[config.mk]
export PLATFORM = sky130hd
export DESIGN_NAME = nrm_drain
export DESIGN_NICKNAME = d
export VERILOG_FILES = /design/src/rtl/nrm_drain.sv
export SDC_FILE = /design/constraint.sdc
export NUM_CORES = 1
export LEC_CHECK = 0
export ABC_AREA = 0
export CORE_AREA = 2 2 291 293
export CTS_CLUSTER_DIAMETER = 40
export DETAILED_ROUTE_END_ITERATION = 8
export DIE_AREA = 0 0 293 295
export MAX_ROUTING_LAYER = met4
export PLACE_DENSITY_LB_ADDON = 0.05
export RECOVER_POWER = 50
export SYNTH_ARGS = -nofsm -noshare
export SYNTH_HDL_FRONTEND = slang
export SYNTH_SLANG_ARGS = --single-unit
[constraint.sdc]
create_clock -name clk -period 7.3 [get_ports clk]
set_clock_uncertainty 0.15 [all_clocks]
set_input_delay 1.095 -clock clk [delete_from_list [all_inputs] [get_ports clk]]
set_output_delay 1.095 -clock clk [all_outputs]
set_load 0.05 [all_outputs]
[src/rtl/nrm_drain.sv]
// Snapshot-and-drain normalizer: captures every core's (sign, exp, acc) on start,
// then streams each channel as an fp32 word through a 2-stage pipe with valid/ready/last.
module nrm_drain #(
  parameter int F_NUM      = 16,
  parameter int EXP_W      = 10,
  parameter int ACC_W      = 32,
  parameter int MANT_SHIFT = 23
) (
  input  logic                     clk,
  input  logic                     reset,
  input  logic                     start,
  input  logic [6:0]               nch,
  input  logic                     relu,
  input  logic [F_NUM-1:0]         signo,
  input  logic [F_NUM*EXP_W-1:0]   expo,
  input  logic [F_NUM*ACC_W-1:0]   addo,
  output logic                     dst_valid,
  output logic [31:0]              dst_data,
  output logic                     dst_last,
  input  logic                     dst_ready,
  output logic                     busy,
  output logic                     overrun,
  input  logic                     clr_ovr,
  output logic [1:0]               dbg_state
);

  localparam logic [1:0] ST_IDLE  = 2'd0;
  localparam logic [1:0] ST_DRAIN = 2'd1;
  localparam logic [1:0] ST_FLUSH = 2'd2;
  localparam int P_W = $clog2(ACC_W);
  localparam int E_W = EXP_W + 10;

  logic [1:0]             state_q, state_d;
  logic [6:0]             cnt_q, cnt_d, n_q, n_d;
  logic                   relu_q, relu_d;
  logic [F_NUM-1:0]       sgn_snap_q, sgn_snap_d;
  logic [F_NUM*EXP_W-1:0] exp_snap_q, exp_snap_d;
  logic [F_NUM*ACC_W-1:0] acc_snap_q, acc_snap_d;
  logic                   s1_valid_q, s1_valid_d, s1_last_q, s1_last_d, s1_sign_q, s1_sign_d;
  logic [EXP_W-1:0]       s1_exp_q, s1_exp_d;
  logic [ACC_W-1:0]       s1_mag_q, s1_mag_d;
  logic [P_W-1:0]         s1_pos_q, s1_pos_d;
  logic                   out_valid_q, out_valid_d, out_last_q, out_last_d;
  logic [31:0]            out_data_q, out_data_d;
  logic                   ovr_q, ovr_d;

  logic                   advance, issue;
  logic [ACC_W-1:0]       sel_acc, sel_mag;
  logic [EXP_W-1:0]       sel_exp;
  logic                   sel_sgn;
  logic [P_W-1:0]         sel_pos, norm_sh;
  logic [E_W-1:0]         e_sum;
  logic [ACC_W+22:0]      norm;
  logic [22:0]            mant;
  logic [31:0]            packed_word;

  // Handshake: a word transfers on a cycle where dst_valid & dst_ready are both high;
  // while dst_valid is high and dst_ready low, dst_data/dst_last hold and the whole pipe stalls.
  assign advance = !out_valid_q || dst_ready;
  assign issue   = (state_q == ST_DRAIN) && (!s1_valid_q || advance);

  // Stage 1 front end: magnitude and leading-one position of the selected snapshot channel.
  always_comb begin
    sel_acc = acc_snap_q[cnt_q*ACC_W +: ACC_W];
    sel_exp = exp_snap_q[cnt_q*EXP_W +: EXP_W];
    sel_sgn = sgn_snap_q[cnt_q];
    sel_mag = sel_acc[ACC_W-1] ? (~sel_acc + ACC_W'(1)) : sel_acc;
    sel_pos = '0;
    for (int i = 0; i < ACC_W; i++) begin
      if (sel_mag[i]) sel_pos = P_W'(i);
    end
  end

  // Stage 2: biased exponent, truncated mantissa and special-case selection.
  always_comb begin
    e_sum   = {{10{s1_exp_q[EXP_W-1]}}, s1_exp_q} + E_W'(127 - MANT_SHIFT)
              + {{(E_W-P_W){1'b0}}, s1_pos_q};
    norm_sh = P_W'(ACC_W - 1) - s1_pos_q;
    norm    = {s1_mag_q, 23'b0} << norm_sh;
    mant    = norm[ACC_W+21 -: 23];
    if ((s1_mag_q == '0) || (relu_q && s1_sign_q))
      packed_word = 32'h0000_0000;
    else if (e_sum[E_W-1] || (e_sum == '0))
      packed_word = {s1_sign_q, 31'b0};
    else if (e_sum >= E_W'(255))
      packed_word = {s1_sign_q, 8'hFF, 23'b0};
    else
      packed_word = {s1_sign_q, e_sum[7:0], mant};
  end

  always_comb begin
    state_d     = state_q;
    cnt_d       = cnt_q;
    n_d         = n_q;
    relu_d      = relu_q;
    sgn_snap_d  = sgn_snap_q;
    exp_snap_d  = exp_snap_q;
    acc_snap_d  = acc_snap_q;
    s1_valid_d  = s1_valid_q;
    s1_last_d   = s1_last_q;
    s1_sign_d   = s1_sign_q;
    s1_exp_d    = s1_exp_q;
    s1_mag_d    = s1_mag_q;
    s1_pos_d    = s1_pos_q;
    out_valid_d = out_valid_q;
    out_last_d  = out_last_q;
    out_data_d  = out_data_q;
    ovr_d       = ovr_q;

    case (state_q)
      ST_IDLE: begin
        if (start) begin
          sgn_snap_d = signo;
          exp_snap_d = expo;
          acc_snap_d = addo;
          n_d        = ((nch == 7'd0) || (nch > 7'(F_NUM))) ? 7'(F_NUM) : nch;
          relu_d     = relu;
          cnt_d      = 7'd0;
          state_d    = ST_DRAIN;
        end
      end
      ST_DRAIN: begin
        if (issue) begin
          cnt_d = cnt_q + 7'd1;
          if (cnt_q == n_q - 7'd1) state_d = ST_FLUSH;
        end
      end
      ST_FLUSH: begin
        if (out_valid_q && dst_ready && out_last_q) state_d = ST_IDLE;
      end
      default: state_d = ST_IDLE;
    endcase

    // A start seen outside IDLE is dropped; setting takes priority over clearing.
    if (start && (state_q != ST_IDLE)) ovr_d = 1'b1;
    else if (clr_ovr)                   ovr_d = 1'b0;

    if (s1_valid_q && advance) s1_valid_d = 1'b0;
    if (issue) begin
      s1_valid_d = 1'b1;
      s1_last_d  = (cnt_q == n_q - 7'd1);
      s1_sign_d  = sel_sgn ^ sel_acc[ACC_W-1];
      s1_exp_d   = sel_exp;
      s1_mag_d   = sel_mag;
      s1_pos_d   = sel_pos;
    end

    if (advance) begin
      out_valid_d = s1_valid_q;
      out_last_d  = s1_valid_q && s1_last_q;
      if (s1_valid_q) out_data_d = packed_word;
    end
  end

  always_ff @(posedge clk) begin
    if (reset) begin
      state_q     <= ST_IDLE;
      cnt_q       <= '0;
      n_q         <= '0;
      relu_q      <= 1'b0;
      sgn_snap_q  <= '0;
      exp_snap_q  <= '0;
      acc_snap_q  <= '0;
      s1_valid_q  <= 1'b0;
      s1_last_q   <= 1'b0;
      s1_sign_q   <= 1'b0;
      s1_exp_q    <= '0;
      s1_mag_q    <= '0;
      s1_pos_q    <= '0;
      out_valid_q <= 1'b0;
      out_last_q  <= 1'b0;
      out_data_q  <= '0;
      ovr_q       <= 1'b0;
    end else begin
      state_q     <= state_d;
      cnt_q       <= cnt_d;
      n_q         <= n_d;
      relu_q      <= relu_d;
      sgn_snap_q  <= sgn_snap_d;
      exp_snap_q  <= exp_snap_d;
      acc_snap_q  <= acc_snap_d;
      s1_valid_q  <= s1_valid_d;
      s1_last_q   <= s1_last_d;
      s1_sign_q   <= s1_sign_d;
      s1_exp_q    <= s1_exp_d;
      s1_mag_q    <= s1_mag_d;
      s1_pos_q    <= s1_pos_d;
      out_valid_q <= out_valid_d;
      out_last_q  <= out_last_d;
      out_data_q  <= out_data_d;
      ovr_q       <= ovr_d;
    end
  end

  assign dst_valid = out_valid_q;
  assign dst_data  = out_data_q;
  assign dst_last  = out_last_q;
  assign busy      = (state_q != ST_IDLE);
  assign overrun   = ovr_q;
  assign dbg_state = state_q;

endmodule

After elaboration in Yosys (flattened, before gate mapping). Cells that the tools add are included.

Bitwise logic cells: 2. Add/subtract/negate cells: 6. Magnitude comparators: 3. Muxes and demuxes: 50. Shifts and indexed selects: 3. $mul: 1. Equality and inequality tests: 7. Reductions and logical operators: 26.

Operators by type and width (count): 512-bit by 13-bit variable part select with 32-bit output (1); 160-bit by 12-bit variable part select with 10-bit output (1); 5-bit two-way mux (30); 32-bit two-way mux (2); 31-bit two-way mux (2); 55-bit by 5-bit << shifter with 54-bit output (1); 32-bit by 1-bit adder with 32-bit output, second input constant (1); 32-bit logical NOT (1); 32-bit inverter (1); 7-bit two-way mux (3); 20-bit by 8-bit greater-or-equal comparator with 1-bit output, second input constant (1); 20-bit logical NOT (1); 7-bit one-hot mux with 2 select lines (1); 11-bit by 6-bit adder with 12-bit output (1); 10-bit by 8-bit adder with 11-bit output, second input constant (1); 7-bit by 3-bit multiplier with 10-bit output, second input constant (1); 2-bit two-way mux (4); 2-bit nonzero test (4); 7-bit by 1-bit adder with 7-bit output, second input constant (1); 7-bit == test (1); 7-bit by 5-bit greater-than comparator with 1-bit output, second input constant (1); 1-bit logical AND (7); 7-bit logical NOT (1); 7-bit by 5-bit less-than comparator with 1-bit output, second input constant (1); other kinds (16) (29).

Register bits: 790. Input port bits: 701. Output and inout port bits: 38. Word-level logic and storage cells: 115.

Logic depth before layout (Yosys ltp). Gate-level depths: netlist (run 1).

Depth in word-level cells: 35. Depth in mapped cells: 19. Mapped depth without buffers: 16.

Worst setup path before layout (run 1). OpenSTA, ideal clock, no wires.

Path kind: register -> register. From: register cnt_q[1]. To: register s1_pos_q[3]. Cell stages (with the launch flop): 19. Arrival: 3877 ps. Data required time: 7062 ps. Period minus slack after synthesis: 4116 ps. Setup time: 88 ps. Setup slack: 3184 ps. Path through: dfxtp_1 -> buf_6 -> buf_12 -> buf_8 -> buf_6 -> nand3b_1 -> o311ai_0 -> o31ai_1 -> inv_1 -> ha_1 -> o211ai_1 -> nor2_2 -> o21ai_2 -> o21ai_1 -> or3_4 -> a2111oi_2 -> nand3_1 -> a41o_1 -> a311oi_2.

Cells in the longest elaborated chain, start to end: 33.

RTL lines: start: declaration (RTL line 34) `logic [6:0] cnt_q, cnt_d, n_q, n_d;`; start signal: assignment (RTL line 176) `cnt_q <= cnt_d;`; 512-bit by 13-bit variable part select with 32-bit output (*) (RTL line 64) `sel_acc = acc_snap_q[cnt_q*ACC_W +: ACC_W];`; 32-bit inverter (RTL line 67) `sel_mag = sel_acc[ACC_W-1] ? (~sel_acc + ACC_W'(1)) : sel_acc;`; 32-bit by 1-bit adder with 32-bit output (RTL line 67); 32-bit two-way mux (*) (RTL line 67); 5-bit two-way mux (28 in series) (RTL line 70) `if (sel_mag[i]) sel_pos = P_W'(i);`; 5-bit two-way mux (*) (RTL line 70); end signal: assignment (RTL line 187) `s1_pos_q <= s1_pos_d;`; end: declaration (RTL line 42) `logic [P_W-1:0] s1_pos_q, s1_pos_d;`.

Every way passes the cells marked *; elsewhere a longest branch is shown, timed or not. A chain may end at the register's enable or synchronous reset.

==> run summary, run 1 <==
- CP max FO: 189
- synthesized area: 0.0338 mm2
- share of cell area taken by muxes after synthesis: 15.8%
- result of the run: complete, but fails checks
- area fraction of the dominant cell type after synthesis: 46.8%
- share of post-route cells with drive strength above 1: 12.5%
- Total Routing Usage GR: 30.7%
- violations in the final reports: max-capacitance violations, max-slew violations
- CTS Root Buffer Type: sky130_fd_sc_hd__clkbuf_16
- Synth async-reset ratio: 0%
- initial antenna violation count: 55
- total number of H-tree levels: 3
- final weighted congestion in routability-driven placement: 0.956
- post-CTS clock slew at the launch and capture registers of the worst setup and hold paths: 50 ps
- WP data arrival: 6480 ps
- Peak supply drop: 0.236 mV
- post-synth net total: 3,723
- total number of vias: 28,500
- synthesized-area fraction occupied by ao, oa, aoi and oai cells: 24.9%
- number of DRC violations after detailed-routing iteration 0: 2,096
- crit path kind: in2reg
- final total negative setup slack: 0 ps
- first element of the critical path: reset
- maximum clock frequency: 166 MHz
- Worst Hold Class: reg2reg
- post-synthesis cell count: 3,006
- final wirelength: 133,000 um
- I/O pin cnt: 739
- element type at the critical path end: flop
- Clock Latency Late Sink: 710 ps
- Critical path destination: acc_snap_q[82]$_SDFFE_PP0P_
- Pre-Repair DR Iteration Count: 6
- R2R cell count: 7
- number of cells upsized or downsized after cts: 0
- pin count of the biggest net entering global routing: 202
- post-detailed-route wirelength per cell: 27.4 um
- endpoints failing hold: 0
- Avg Inst Size Synth: 11.2 um2
- flip-flop and latch count after synthesis: 790
- required time reported for the critical path endpoint: 7750 ps
- drt via density: 5.86
- largest area contributor in the netlist: sky130_fd_sc_hd__dfxtp_1
- number of clock sinks seen by CTS: 790
- area delta synth->final: 36.0%
- worst flop-to-flop path startpoint: dbg_state[0]$_SDFFE_PP0P_
- post-synthesis xor/xnor area fraction: 0.985%
- largest cells by area after synthesis: sky130_fd_sc_hd__dfxtp_1 (47%), sky130_fd_sc_hd__a22o_1 (18%), sky130_fd_sc_hd__mux4_2 (9.7%), sky130_fd_sc_hd__mux2i_1 (4.3%), sky130_fd_sc_hd__clkbuf_1 (2.3%)
- share of synthesized area occupied by flip-flops and latches: 46.8%
- count of distinct cell types in the synthesized netlist: 88
- RR Endpoint: n_q[0]$_SDFFE_PP0P_
- remaining global-route overflow: 0
- setup repair after global routing missed its margin: no
- number of remaining DRC errors: 0
- predominant post-synthesis flop cell: sky130_fd_sc_hd__dfxtp_1
- final period demand of the worst path: 6030 ps
- clock buffer count from CTS: 120
- warning count from the yosys run: 0
- simple-gate portion of the synthesized area: 6.77%
- buffer count from post-CTS setup fixing: 0
- Worst R2R Setup Slack: 1780 ps
- hpwl dp: 100,000 um
- wire length of the first global-routing pass: 193,000 um
- final antenna-violating net count: 0
- crit start category: primary input
- leakage power of the design: 17.5 nW
- pin slew with the least headroom to its limit: 3730 ps
- commonest cells after routing, fill and taps aside: sky130_fd_sc_hd__dfxtp_1 (786), sky130_fd_sc_hd__clkdlybuf4s50_1 (703), sky130_fd_sc_hd__a22o_1 (694)
- full die area: 0.0864 mm2
- count of buffers from port buffering: 738
- Maximum Capacitance Violations: 8
- adder-cell share of the synthesized area: 0.615%
- total power draw: 12.5 mW
- number of setup violations in the final report: 0
- deepest clock path buffer count: 3
- initial core utilization: 40.6%
- width of the chip: 293 um
- Chip Height: 295 um
- headroom to the max-slew limit: -149%
- Row Count: 106
- final slew viol count: 770
- placeable core region: 0.0832 mm2
- power density relative to cell area: 273 mW/mm2
- number of enable flip-flop cells after synthesis: 0
- combinational family with the most area after synthesis: compound AO/OA/AOI/OAI gates
- part of the cycle the worst path needs: 82.6%
- TritonCTS clock tree: done
- number of global-route vias before repair: 28,600
- commonest non-fill, non-tap cell in the layout: sky130_fd_sc_hd__dfxtp_1
- hold-fix buffer count after cts: 0
- final layout net count: 4,346
-- critical path, cell delays in order --
cell	delay [ps]
sky130_fd_sc_hd__clkbuf_1	620
sky130_fd_sc_hd__a21oi_1	1000
sky130_fd_sc_hd__buf_4	500
sky130_fd_sc_hd__buf_2	2450
sky130_fd_sc_hd__a22o_1	440
-- flip-flops by register name, indices dropped and copies added, names as in the netlist, 2 cells and up --
name / flops
s1_mag_q: 32
cnt_q: 7
sgn_snap_q: 16
n_q: 7
dbg_state: 2
s1_exp_q: 10
dst_data: 32
exp_snap_q: 160
s1_pos_q: 5
acc_snap_q: 512
-- power breakdown --
part           internal, mW  switching (mW)
clock                  3.69            2.25
sequential             4.59           0.204
combinational         0.906           0.894
total                  9.19            3.35
-- metal layers --
metal  GRT usage, %  part of all wire [%]  up-vias
met5              -                     0        -
met4           8.42                   2.6        0
met3           7.57                   7.9      177
met2           49.1                    47     1072
met1           38.8                    42    14200
li1               -                     -    13000
-- synthesized netlist by cell type, drive strengths merged (46+ instances only) --
cell type	number
a21oi	90
a22o	694
a22oi	55
buf	73
clkbuf	204
dfxtp	790
mux2i	147
mux4	155
nand2	151
nand3	46
nor2	148
o21ai	74
-- cell families after synthesis --
group,count (synthesis)
AOI/OAI and AO/OA,1042
DFF,790
and+or+nand+nor,485
muxes,331
buffers and inverters,304
xor gates and xnor gates,38
adders and majority gates,16
-- worst min path at each step --
stage	start	endpoint	slack, ps	cells past startpoint
2_1_floorplan	s1_mag_q[31]$_SDFFE_PP0P_	s1_mag_q[31]$_SDFFE_PP0P_	290	2
3_3_place_gp	dst_data[29]$_SDFFE_PP0P_	dst_data[29]$_SDFFE_PP0P_	300	2
3_5_place_dp	dst_data[25]$_SDFFE_PP0P_	dst_data[25]$_SDFFE_PP0P_	300	2
4_1_cts	dst_data[25]$_SDFFE_PP0P_	dst_data[25]$_SDFFE_PP0P_	300	2
5_1_grt	dst_data[27]$_SDFFE_PP0P_	dst_data[27]$_SDFFE_PP0P_	320	2
6_report	dst_data[25]$_SDFFE_PP0P_	dst_data[25]$_SDFFE_PP0P_	300	2
-- stage by stage --
stage               hold WS [ps]  cells  cell area, um2  worst slack [ps]  utilization (%)
global route                 321   4867           45900               847             55.2
detailed placement           296   4587           41600              1980             50.1
CTS                          304   4814           45900              1920             55.2
floorplan                    287   3006           33800              3180                -
finish                       300   4868           45900              1270             55.2
global placement             295   4587           41600              2100             50.1
-- layout make-up --
| cell class | instances | area, um2 |
|---|---|---|
| fillers | 7072 | 37200 |
| multi-input cells | 1912 | 16600 |
| flip-flops and latches | 790 | 15800 |
| repair buffers | 778 | 7710 |
| clock buffers | 149 | 3240 |
| well taps | 1080 | 1350 |
| clock inverters | 78 | 986 |
| diodes | 54 | 135 |
| inverters | 27 | 101 |
(Power assumes the default switching activity.)
==> run 2, diff against run 1 <==
Clock period 7.3 ns to 5.2 ns, I/O delays scaled along.
==> run 2 against run 1 <==
Against the previous run:
- the run still ends with max-capacitance violations, max-slew violations left
- die area did not move
- critical endpoint is now s1_pos_q[3]$_SDFFE_PP0P_
- via count fell by 0.11%
- core utilization rose by 0.24 points
- first-iteration DRC count rose by 8.6%
- global-route usage rose by 0.28 points
- highest routed layer unchanged
- sequential share of layout area fell by 0.15 points
- largest power group unchanged
==> run summary, run 2 (same netlist as run 1, synthesis figures left out) <==
- crit start category: flop
- fraction of power spent switching nets: 26.3%
- TritonCTS clock tree: done
- worst flop-to-flop path startpoint: cnt_q[1]$_SDFFE_PP0P_
- pin slew with the least headroom to its limit: 2900 ps
- violations in the final reports: max-capacitance violations, max-slew violations
- first element of the critical path: cnt_q[1]$_SDFFE_PP0P_
- Filler Cell Count: 7,096
- final layout net count: 4,371
- leakage power of the design: 17.5 nW
- area of combinational cells with multiple inputs: 0.0166 mm2
- power share of the clock group: 46.8%
- master of the slowest instance on the critical path: sky130_fd_sc_hd__mux4_1
- endpoints failing hold: 0
- P_sw: 4.61 mW
- remaining global-route overflow: 0
- Worst Hold Class: reg2reg
- number of DRC violations after detailed-routing iteration 0: 2,276
- final slew viol count: 620
- register containing the most flip-flops in the final layout: acc_snap_q
- initial core utilization: 40.6%
- total number of H-tree levels: 3
- share of post-route cells with drive strength above 1: 13.1%
- hold-fix buffer count after cts: 0
- power density relative to cell area: 381 mW/mm2
- width of the chip: 293 um
- crit path kind: reg2reg
- worst hold margin: 307 ps
- maximum clock frequency: 202 MHz
- worst setup slack after layout: 247 ps
- Maximum Capacitance Violations: 6
- Row Count: 106
- worst slack at placement: 277 ps
- DP Area: 0.0419 mm2
- WP data arrival: 5370 ps
- number of clock sinks seen by CTS: 790
- number of remaining DRC errors: 0
- pin count of the biggest net entering global routing: 178
- post-CTS clock slew at the launch and capture registers of the worst setup and hold paths: 60 ps
- element type at the critical path end: flop
- final total negative setup slack: 0 ps
- Clock Latency Late Sink: 700 ps
- biggest cell delay along the critical path: 600 ps
- post-detailed-route wirelength per cell: 27.4 um
- sequence of cells on the critical path: buf_12, mux4_1, mux2_2, a211oi_2, o22ai_1, nor4_4, o21ai_2, o31ai_2, xor2_1, a2111oi_2, nand3_1, a41o_1, a311oi_2
- Total Routing Usage GR: 31.0%
- part of the cycle the worst path needs: 95.2%
- area delta synth->final: 36.5%
- count of buffers from port buffering: 738
- storage element area: 0.0158 mm2
- CTS Root Buffer Type: sky130_fd_sc_hd__clkbuf_16
- full die area: 0.0864 mm2
- clock buffer count from CTS: 120
- Chip Height: 295 um
- wire length of the first global-routing pass: 194,000 um
- headroom to the max-slew limit: -93.5%
- CP max FO: 35
- I/O pin cnt: 739
- required time reported for the critical path endpoint: 5620 ps
- final antenna-violating net count: 0
- initial antenna violation count: 50
- total non-filler cell area in the finished layout: 0.0461 mm2
- final wirelength: 134,000 um
- total number of vias: 28,500
- Gate power share: 14.9%
- commonest cells after routing, fill and taps aside: sky130_fd_sc_hd__dfxtp_1 (786), sky130_fd_sc_hd__clkdlybuf4s50_1 (737), sky130_fd_sc_hd__a22o_1 (694)
- part of the total power dissipated in sequential elements: 38.2%
- final weighted congestion in routability-driven placement: 0.951
- placeable core region: 0.0832 mm2
- hpwl dp: 102,000 um
- commonest non-fill, non-tap cell in the layout: sky130_fd_sc_hd__dfxtp_1
- drt via density: 5.83
- beginning of the worst hold path: dst_data[30]$_SDFFE_PP0P_
- number of setup violations in the final report: 0
- biggest regs: acc_snap_q x512, exp_snap_q x160
- Peak supply drop: 0.309 mV
- Final Core Density: 55.5%
- deepest clock path buffer count: 3
- flip-flop count of the largest register, all copies and words added: 512
- number of global-route vias before repair: 28,500
- result of the run: complete, but fails checks
- P_int: 12.9 mW
- Pre-Repair DR Iteration Count: 6
- final period demand of the worst path: 4950 ps
[run 2: final timing paths]
kind / end / slack [ps] / cells past startpoint
setup / recovery: s1_pos_q[3]$_SDFFE_PP0P_ / 250 / 13
hold / removal: dst_data[30]$_SDFFE_PP0P_ / 310 / 2
setup reg to reg: s1_pos_q[3]$_SDFFE_PP0P_ / 250 / 13
hold reg to reg: dst_data[30]$_SDFFE_PP0P_ / 310 / 2
[run 2: per-stage QoR]
| stage | total power [mW] | cells |
|---|---|---|
| CTS | 17.6 | 4835 |
| floorplan | 8.22 | 3006 |
| global route | 18.2 | 4884 |
| detailed placement | 9.42 | 4611 |
| global placement | 9.39 | 4611 |
| finish | 17.6 | 4887 |
[run 2: area by class of cell]
| cell class | count | share of cell area [%] |
|---|---|---|
| multi-input combinational | 1912 | 36.0 |
| clock inverter | 69 | 1.73 |
| sequential | 790 | 34.3 |
| antenna | 51 | 0.277 |
| clock buffer | 155 | 7.31 |
| timing repair buffer | 803 | 17.3 |
| tap | 1080 | 2.93 |
| inverter | 27 | 0.220 |
[run 2: power by group through the flow]
stage	Sequential (mW)	Clock, mW	Combinational [mW]
after detailed placement	6.83	0	2.59
after CTS	6.71	8.33	2.61
after global routing	6.75	8.60	2.80
after global placement	6.82	0	2.57
final	6.71	8.22	2.62
after floorplan	6.74	0	1.48
[run 2: timing repair]
action | CTS | global route
resized for setup | 0 | 3
setup buffers | 0 | 1
endpoints found under the setup margin | 0 | 5
[run 2: per-layer routing]
metal | up-vias | GRT usage (%) | share of wire, %
li1 | 13100 | - | -
met1 | 14100 | 39.3 | 43
met2 | 1063 | 49.4 | 47
met3 | 179 | 7.83 | 7.7
met4 | 0 | 8.21 | 2.3
met5 | - | - | 0
[run 2: worst max-delay path, delay by kind of cell, from the launching register on]
family / cells / cell delay [ps]
XOR/XNOR: 1 / 190
AND/OR/NAND/NOR: 2 / 510
AO/OA/AOI/OAI: 7 / 2170
multiplexers: 2 / 910
flip-flops: 1 / 540
buffers and inverters: 1 / 280
